==> src/rtl/avalon_mem_master.sv <==
// Avalon-MM master that serialises MIPS instruction-fetch and data requests onto one bus port.
// Optional bus-stall watchdog enabled by defining WAIT_TIMEOUT_EN.
module avalon_mem_master #(
  parameter int unsigned TIMEOUT_CYCLES = 255,
  parameter logic [31:0] RESET_VECTOR   = 32'hBFC00000
) (
  input  logic        clk,
  input  logic        reset,
  input  logic        instr_req,
  input  logic [31:0] instr_addr,
  output logic [31:0] instr_rdata,
  output logic        instr_valid,
  input  logic        data_req,
  input  logic        data_we,
  input  logic [31:0] data_addr,
  input  logic [31:0] data_wdata,
  input  logic [3:0]  data_be,
  output logic [31:0] data_rdata,
  output logic        data_valid,
  output logic        busy,
  output logic [31:0] address,
  output logic        read,
  output logic        write,
  output logic [31:0] writedata,
  output logic [3:0]  byteenable,
  input  logic [31:0] readdata,
  input  logic        waitrequest,
  output logic        timeout_err
);

  typedef enum logic [1:0] {IDLE, ISSUE, RESP, DONE} state_t;
  typedef enum logic {TAG_INSTR, TAG_DATA} tag_t;

  if (TIMEOUT_CYCLES < 1) begin : g_bad_timeout
    $error("TIMEOUT_CYCLES must be at least 1");
  end

  state_t      state, state_d;
  tag_t        tag, tag_d;
  logic [31:0] address_d, writedata_d, instr_rdata_d, data_rdata_d;
  logic [3:0]  byteenable_d;
  logic        read_d, write_d, instr_valid_d, data_valid_d;
  logic        timeout_hit;

`ifdef WAIT_TIMEOUT_EN
  localparam int unsigned CW = $clog2(TIMEOUT_CYCLES + 1);
  logic [CW-1:0] wait_cnt;

  // The abort fires on the wait cycle that brings the count to TIMEOUT_CYCLES.
  assign timeout_hit = (state == ISSUE) && waitrequest && (wait_cnt == CW'(TIMEOUT_CYCLES - 1));

  always_ff @(posedge clk) begin
    if (reset) begin
      wait_cnt    <= '0;
      timeout_err <= 1'b0;
    end else begin
      wait_cnt <= (state == ISSUE && waitrequest && !timeout_hit) ? wait_cnt + 1'b1 : '0;
      if (timeout_hit) timeout_err <= 1'b1;
    end
  end
`else
  assign timeout_hit = 1'b0;
  assign timeout_err = 1'b0;
`endif

  // NOTE: every signal written here gets a default first, so no path can infer a latch.
  always_comb begin
    state_d       = state;
    tag_d         = tag;
    address_d     = address;
    read_d        = read;
    write_d       = write;
    writedata_d   = writedata;
    byteenable_d  = byteenable;
    instr_rdata_d = instr_rdata;
    data_rdata_d  = data_rdata;
    instr_valid_d = 1'b0;
    data_valid_d  = 1'b0;

    case (state)
      IDLE: begin
        if (data_req) begin
          tag_d        = TAG_DATA;
          address_d    = data_addr & ~32'h3;
          writedata_d  = data_wdata;
          byteenable_d = data_be;
          read_d       = !data_we;
          write_d      = data_we;
          state_d      = ISSUE;
        end else if (instr_req) begin
          tag_d        = TAG_INSTR;
          address_d    = instr_addr & ~32'h3;
          byteenable_d = 4'b1111;
          read_d       = 1'b1;
          write_d      = 1'b0;
          state_d      = ISSUE;
        end
      end
      ISSUE: begin
        if (!waitrequest) begin
          read_d       = 1'b0;
          write_d      = 1'b0;
          state_d      = write ? DONE : RESP;
          data_valid_d = write;
        end else if (timeout_hit) begin
          read_d        = 1'b0;
          write_d       = 1'b0;
          state_d       = DONE;
          instr_valid_d = (tag == TAG_INSTR);
          data_valid_d  = (tag == TAG_DATA);
          // An aborted read returns zero; an aborted store leaves data_rdata alone.
          if (tag == TAG_INSTR) instr_rdata_d = '0;
          else if (!write)      data_rdata_d  = '0;
        end
      end
      RESP: begin
        state_d = DONE;
        if (tag == TAG_DATA) begin
          data_rdata_d = readdata;
          data_valid_d = 1'b1;
        end else begin
          instr_rdata_d = readdata;
          instr_valid_d = 1'b1;
        end
      end
      DONE:    state_d = IDLE;
      default: state_d = IDLE;
    endcase
  end

  // NOTE: sequential state uses non-blocking assignments so every register sees pre-edge values.
  always_ff @(posedge clk) begin
    if (reset) begin
      state       <= IDLE;
      tag         <= TAG_INSTR;
      address     <= RESET_VECTOR;
      read        <= 1'b0;
      write       <= 1'b0;
      writedata   <= '0;
      byteenable  <= 4'b1111;
      instr_rdata <= '0;
      data_rdata  <= '0;
      instr_valid <= 1'b0;
      data_valid  <= 1'b0;
      busy        <= 1'b0;
    end else begin
      state       <= state_d;
      tag         <= tag_d;
      address     <= address_d;
      read        <= read_d;
      write       <= write_d;
      writedata   <= writedata_d;
      byteenable  <= byteenable_d;
      instr_rdata <= instr_rdata_d;
      data_rdata  <= data_rdata_d;
      instr_valid <= instr_valid_d;
      data_valid  <= data_valid_d;
      busy        <= (state_d != IDLE);
    end
  end

endmodule

==> config.mk <==
export PLATFORM = sky130hd
export DESIGN_NAME = avalon_mem_master
export DESIGN_NICKNAME = d
export VERILOG_FILES = /design/src/rtl/avalon_mem_master.sv
export SDC_FILE = /design/constraint.sdc
export NUM_CORES = 1
export LEC_CHECK = 0
export BUFFER_PORTS_ARGS = -buffer_cell sky130_fd_sc_hd__buf_2
export CAP_MARGIN = 20
export CORE_MARGIN = 2
export CORE_UTILIZATION = 45
export CTS_CLUSTER_DIAMETER = 30
export DETAILED_ROUTE_END_ITERATION = 12
export PLACE_DENSITY = 0.8
export SETUP_SLACK_MARGIN = 0.15
export SLEW_MARGIN = 20
export SYNTH_ARGS = -nofsm -noshare
export SYNTH_HDL_FRONTEND = slang
export SYNTH_SLANG_ARGS = --single-unit
==> constraint.sdc <==
create_clock -name clk -period 1.7 [get_ports clk]
set_input_delay 0.17 -clock clk [delete_from_list [all_inputs] [get_ports clk]]
set_output_delay 0.17 -clock clk [all_outputs]
set_load 0.02 [all_outputs]
==> results of run 1 <==
==> layout by cell type (no fill, tap or decap), drive strengths merged <==
cell type      n
clkinvlp       1
a21oi        100
inv            2
nor3b          2
dlygate4sd3   65
and2           2
a211oi        22
clkbuf        25
dfxtp        138
bufinv         3
nor3           2
nor2          38
o22ai          4
nor2b          3
o21a           1
a211o         10
clkinv         4
nand2b         5
o311ai         1
ha             5
buf          287
nand2        195
mux2i         32
conb           3
a2111oi        1
o21ai          2
==> logic make-up after synthesis <==
family / after synthesis / synth area share
DFF: 138 / 0.520
AOI/OAI and AO/OA: 141 / 0.174
and+or+nand+nor: 247 / 0.181
adders and majority gates: 5 / 0.0118
muxes: 32 / 0.0602
other: 1 / 0.000705
buffers and inverters: 54 / 0.0532
==> stage by stage <==
step,setup WS [ps],util
5_1_grt,160,0.711
6_report,239,0.711
4_1_cts,141,0.703
3_3_place_gp,107,0.594
3_5_place_dp,72.3,0.594
2_1_floorplan,176,-
==> sequential cells by signal (all words and copies together), names as in the netlist <==
name         flops
instr_rdata     32
write            1
read             1
instr_valid      1
data_rdata      32
data_valid       1
address         30
byteenable       4
tag              1
busy             1
writedata       32
state            2
==> repair_timing <==
action | 4_1_cts | 5_1_grt
setup endpoints to repair | 87 | 112
buffers inserted | 0 | 1
resized for setup | 2 | 10
hold buffers | 65 | 0
pin swaps | 0 | 1
hold endpoints to repair | 89 | 0
cloned | 0 | 2
==> tightest hold or removal path, cell delays in order <==
cell     delay, ps
buf_2          110
nand2_1         50
a21oi_1         60
==> area by class of cell <==
cell class              instances  area (µm²)
fillers                       818        3320
well taps                     143         179
clock buffers                  23         478
clock inverters                 8         118
multi-input cells             428        2300
flip-flops and latches        138        2770
repair buffers                354        2300
inverters                       2        7.51
==> power by group <==
part	leakage, nW	internal, W	switching (W)
Sequential	1.13	0.00367	0.000203
Combinational	2.35	0.00119	0.00179
Clock	0.293	0.00240	0.00132
Total	3.77	0.00726	0.00331
==> path summary, 6_finish.rpt <==
path	start	to	slack, ps
worst max register to register	state[1]	read	240
worst max-delay path	state[1]	read	240
worst min register to register	instr_rdata[29]	instr_rdata[29]	450
worst min-delay path	data_wdata[23]	writedata[23]	40
==> per-layer routing <==
layer	track usage	wire length, µm
met2	0.442	8250
met5	0	0
met1	0.254	6240
met4	0.104	405
met3	0.0911	1550
==> out/results.txt, run 1 <==
Status: finished, final reports clean
PD cells: 1300 nW/µm²
Via/cell ratio: 5.07
Routed Antenna Nets: 0
Pins Over Slew Limit: 0
Inst Count DP: 997
Max Clock Skew: 6.04 ps
Final Wtd Congestion: 0.760
Later-pin clock latency in the skew report: 410 ps
Finished Layout Cells: 1,096
Number of cells on the critical path: 6
Clock Sinks: 138
Largest net degree at the start of global routing: 51
P&R area growth vs syn: 53.3%
Fin area: 8150 µm²
Fin crit share: 0.859
Post-synth EDFFs: 0
Critical path type: reg2reg
Die Ht: 113 µm
Htree depth: 4
Gr usage total: 0.244
GR Overflow Total: 0
Worst path slowest cell: dfxtp_2
Antenna cells: 0
Cts bufs inserted: 17
Ports: 276
Largest cells by area after synthesis: dfxtp_1, nand2_1, a21oi_1
Mapped Area: 5320 µm²
FF-to-FF path depth: 6
CTS Root Cell: clkbuf_16
Core area: 11,500 µm²
Seq/Total Area, Yosys: 0.520
Total wire length: 16,400 µm
Buf/Inv on CP: 1
Clock transition at path regs: 60 ps
Max-cap violation count: 0
Peak VDD IR: 798 µV
Tightest Hold Check Type: in2reg
CP peak stage delay: 340 ps
WL/cell: 15.0 µm
Final setup viols: 0
Vias in the first global route: 5,223
Fmax: 685 MHz
Commonest cells in the netlist: nand2_1, dfxtp_1, a21oi_1, nor2_1, mux2i_1
Post-layout nets: 1,084
RSZ-0062 raised after global routing: false
Die width: 113 µm
Die area: 12,700 µm²
Synth Instances: 618
Total Power: 0.0106 W
Number of synthesis warnings: 0
Crit path DAT: 1760 ps
Top_reg_cell synth: dfxtp_1
Crit end category: register
CP cell instances: inv_2 > ha_4 > nor3b_1 > a211oi_2 > mux2i_1 > nor2_1
First DRT Iteration DRCs: 412
CTS tree: yes
Netlist cell types: 27
Layout cells sized above 1: 0.365
Max Buffers Root-to-Sink: 2
Async SR Flop Fraction: 0
DRC errors left: 0
Detailed Place HPWL: 9780 µm
Most frequent cell after synthesis: nand2_1
Final Hold Vio Count: 0
Share of the synthesized area in the top cell type: 0.520
Hold Slack: 43.2 ps
First-pass detailed-route iteration total: 5
Starting Density: 0.464
Setup crit start kind: register
Placed Area: 6810 µm²
CP max FO: 11
Tmin final: 1460 ps
Rows: 39
Seq cells post-synth: 138
Synth area leader: dfxtp_1
Data required, critical path: 2000 ps
Vias: 5,552
First-pass GRT wire length: 24,800 µm
Initial antenna violation count: 0
Worst Hold Path Cells: 3
Pleak: 3.77 nW
Delay-heaviest family, CP: flip-flops
Fin Setup TNS: 0 ps
Port Buffers: 268
Mean post-synth cell area: 8.60 µm²
Power figures use the tool's default switching activity.
==> inputs of run 2 (changes only) <==
--- a/config.mk
+++ b/config.mk
@@ -7,11 +7,13 @@
 export LEC_CHECK = 0
 export BUFFER_PORTS_ARGS = -buffer_cell sky130_fd_sc_hd__buf_2
 export CAP_MARGIN = 20
+export CELL_PAD_IN_SITES_DETAIL_PLACEMENT = 1
+export CELL_PAD_IN_SITES_GLOBAL_PLACEMENT = 1
 export CORE_MARGIN = 2
-export CORE_UTILIZATION = 45
+export CORE_UTILIZATION = 34
 export CTS_CLUSTER_DIAMETER = 30
 export DETAILED_ROUTE_END_ITERATION = 12
-export PLACE_DENSITY = 0.8
+export PLACE_DENSITY_LB_ADDON = 0.1
 export SETUP_SLACK_MARGIN = 0.15
 export SLEW_MARGIN = 20
 export SYNTH_ARGS = -nofsm -noshare
==> constraint.sdc (replaced) <==
create_clock -name clk -period 1.85 [get_ports clk]
set_input_delay 0.185 -clock clk [delete_from_list [all_inputs] [get_ports clk]]
set_output_delay 0.185 -clock clk [all_outputs]
set_load 0.02 [all_outputs]
==> out/results.txt, run 2 (synthesis results as in run 1) <==
Status: finished, final reports clean
P&R area growth vs syn: 47.7%
Final Hold Vio Count: 0
Total wire length: 17,300 µm
CTS Root Cell: clkbuf_16
Setup ws final: 249 ps
CP peak stage delay: 340 ps
Footprint of the multi-input gates: 2290 µm²
Data required, critical path: 2130 ps
Clock power frac: 0.367
Switching Share: 0.313
Rows: 45
Die Ht: 129 µm
Hold endpoint: writedata[22]
Fin Setup TNS: 0 ps
CTS tree: yes
Largest net degree at the start of global routing: 50
First-pass GRT wire length: 26,100 µm
GR Overflow Total: 0
Crit Reg-Reg Endpoint: write
Port Buffers: 268
Cts bufs inserted: 17
Switching power total: 0.00309 W
Max Buffers Root-to-Sink: 2
Most frequent cells in the layout: buf_2, nand2_1, dfxtp_1
Fillcell total: 1,863
Die area: 16,700 µm²
Setup crit start kind: register
Largest registers: data_rdata x32, instr_rdata x32, writedata x32
CP cell instances: inv_1 > ha_2 > buf_4 > nor2_1 > a211oi_2 > mux2i_1 > nor2_1
Critical path type: reg2reg
Final Wtd Congestion: 0.727
Later-pin clock latency in the skew report: 420 ps
Post-layout nets: 1,048
Commonest non-fill, non-tap cell in the layout: buf_2
Gate power share: 0.271
Register area: 2760 µm²
CP max FO: 7
FF-to-FF path depth: 7
Ports: 276
Worst path slowest cell: dfxtp_2
Tightest Hold Check Type: in2reg
Detailed Place HPWL: 12,100 µm
Setup slack at placement: 165 ps
Htree depth: 4
Delay-heaviest family, CP: flip-flops
Routed Antenna Nets: 0
Vias in the first global route: 5,410
Hold path startpoint: data_wdata[22]
Worst Hold Path Cells: 3
Gr usage total: 0.202
Clock transition at path regs: 50 ps
Reg power frac: 0.361
Die width: 129 µm
Pleak: 3.62 nW
Max Clock Skew: 7.23 ps
Starting Density: 0.349
Internal reg-to-reg setup slack: 250 ps
Slew @ Worst Pin: 586 ps
Via/cell ratio: 4.70
Total Power: 0.00988 W
First DRT Iteration DRCs: 181
Final setup viols: 0
Crit path DAT: 1880 ps
Final core utilization: 0.515
Tmin final: 1600 ps
Max-cap violation count: 0
Vias: 5,309
DRC errors left: 0
Fin crit share: 0.865
RSZ-0062 raised after global routing: false
Pins Over Slew Limit: 0
FF-to-FF Start: state[0]
Layout cells sized above 1: 0.371
PD cells: 1260 nW/µm²
CP dominant cell by count: nor2_1
Fin area: 7860 µm²
Setup Buffers After CTS: 0
Placed Area: 6870 µm²
Core area: 15,300 µm²
WL/cell: 15.3 µm
Peak VDD IR: 647 µV
Buf/Inv on CP: 2
Fmax: 625 MHz
Initial antenna violation count: 1
Crit end category: register
Internal power: 0.00678 W
Slew HR: 0.609
First-pass detailed-route iteration total: 4
Clock Sinks: 138
## run 2: cell count changes in the layout (fill, tap and decap cells not counted), sizes merged
cell,change
buf,-3
bufinv,+1
clkbuf,-2
clkinvlp,-1
diode,+2
dlygate4sd3,-31
## run 2: area by class of cell
class | instances | area share
Inverter | 2 | 0.000956
Clock buffer | 23 | 0.0621
Sequential cell | 138 | 0.352
Antenna cell | 2 | 0.000637
Tap cell | 211 | 0.0336
Timing Repair Buffer | 318 | 0.241
Multi-Input combinational cell | 428 | 0.292
Clock inverter | 8 | 0.0178
## run 2: power by group through the flow
stage	sequential (W)	combinational [W]	clock, W
global placement	0.00360	0.00253	0
global route	0.00361	0.00292	0.00383
detailed placement	0.00363	0.00263	0
finish	0.00357	0.00268	0.00363
CTS	0.00357	0.00270	0.00370
floorplan	0.00407	0.00128	0
## run 2: worst max-delay path by stage
stage | startpoint | slack (ps) | endpoint | cells after the start
floorplan | state[0] | 280 | read | 7
global placement | state[0] | 240 | busy | 6
detailed placement | state[0] | 160 | busy | 6
CTS | state[0] | 160 | busy | 6
global route | state[1] | 160 | write | 7
finish | state[0] | 250 | write | 7
## run 2: worst reg2reg max path, stage by stage, from the launching register on
cell and delay [ps]:
dfxtp_2 340, inv_1 130, ha_2 240, buf_4 160, nor2_1 60, a211oi_2 250
mux2i_1 220, nor2_1 60
## run 2: per-stage QoR
step,cells,hold slack [ps]
4_1_cts,1128,0.213
6_report,1130,8.52
3_3_place_gp,1063,424
2_1_floorplan,620,321
3_5_place_dp,1063,430
5_1_grt,1129,3.11
## run 2: metal layers
metal / share of wire / wire (µm) / global-route usage / vias up
li1: - / - / - / 2609
met1: 0.39 / 6740 / 0.206 / 2491
met2: 0.51 / 8910 / 0.370 / 181
met3: 0.075 / 1290 / 0.0731 / 28
met4: 0.022 / 389 / 0.0882 / 0
met5: 0 / 0 / 0 / -
## run 2: what timing repair did
item                       in CTS  in global routing
hold endpoints to repair       35                  0
resized for setup               0                  5
hold buffers                   34                  0
setup endpoints to repair       0                 33
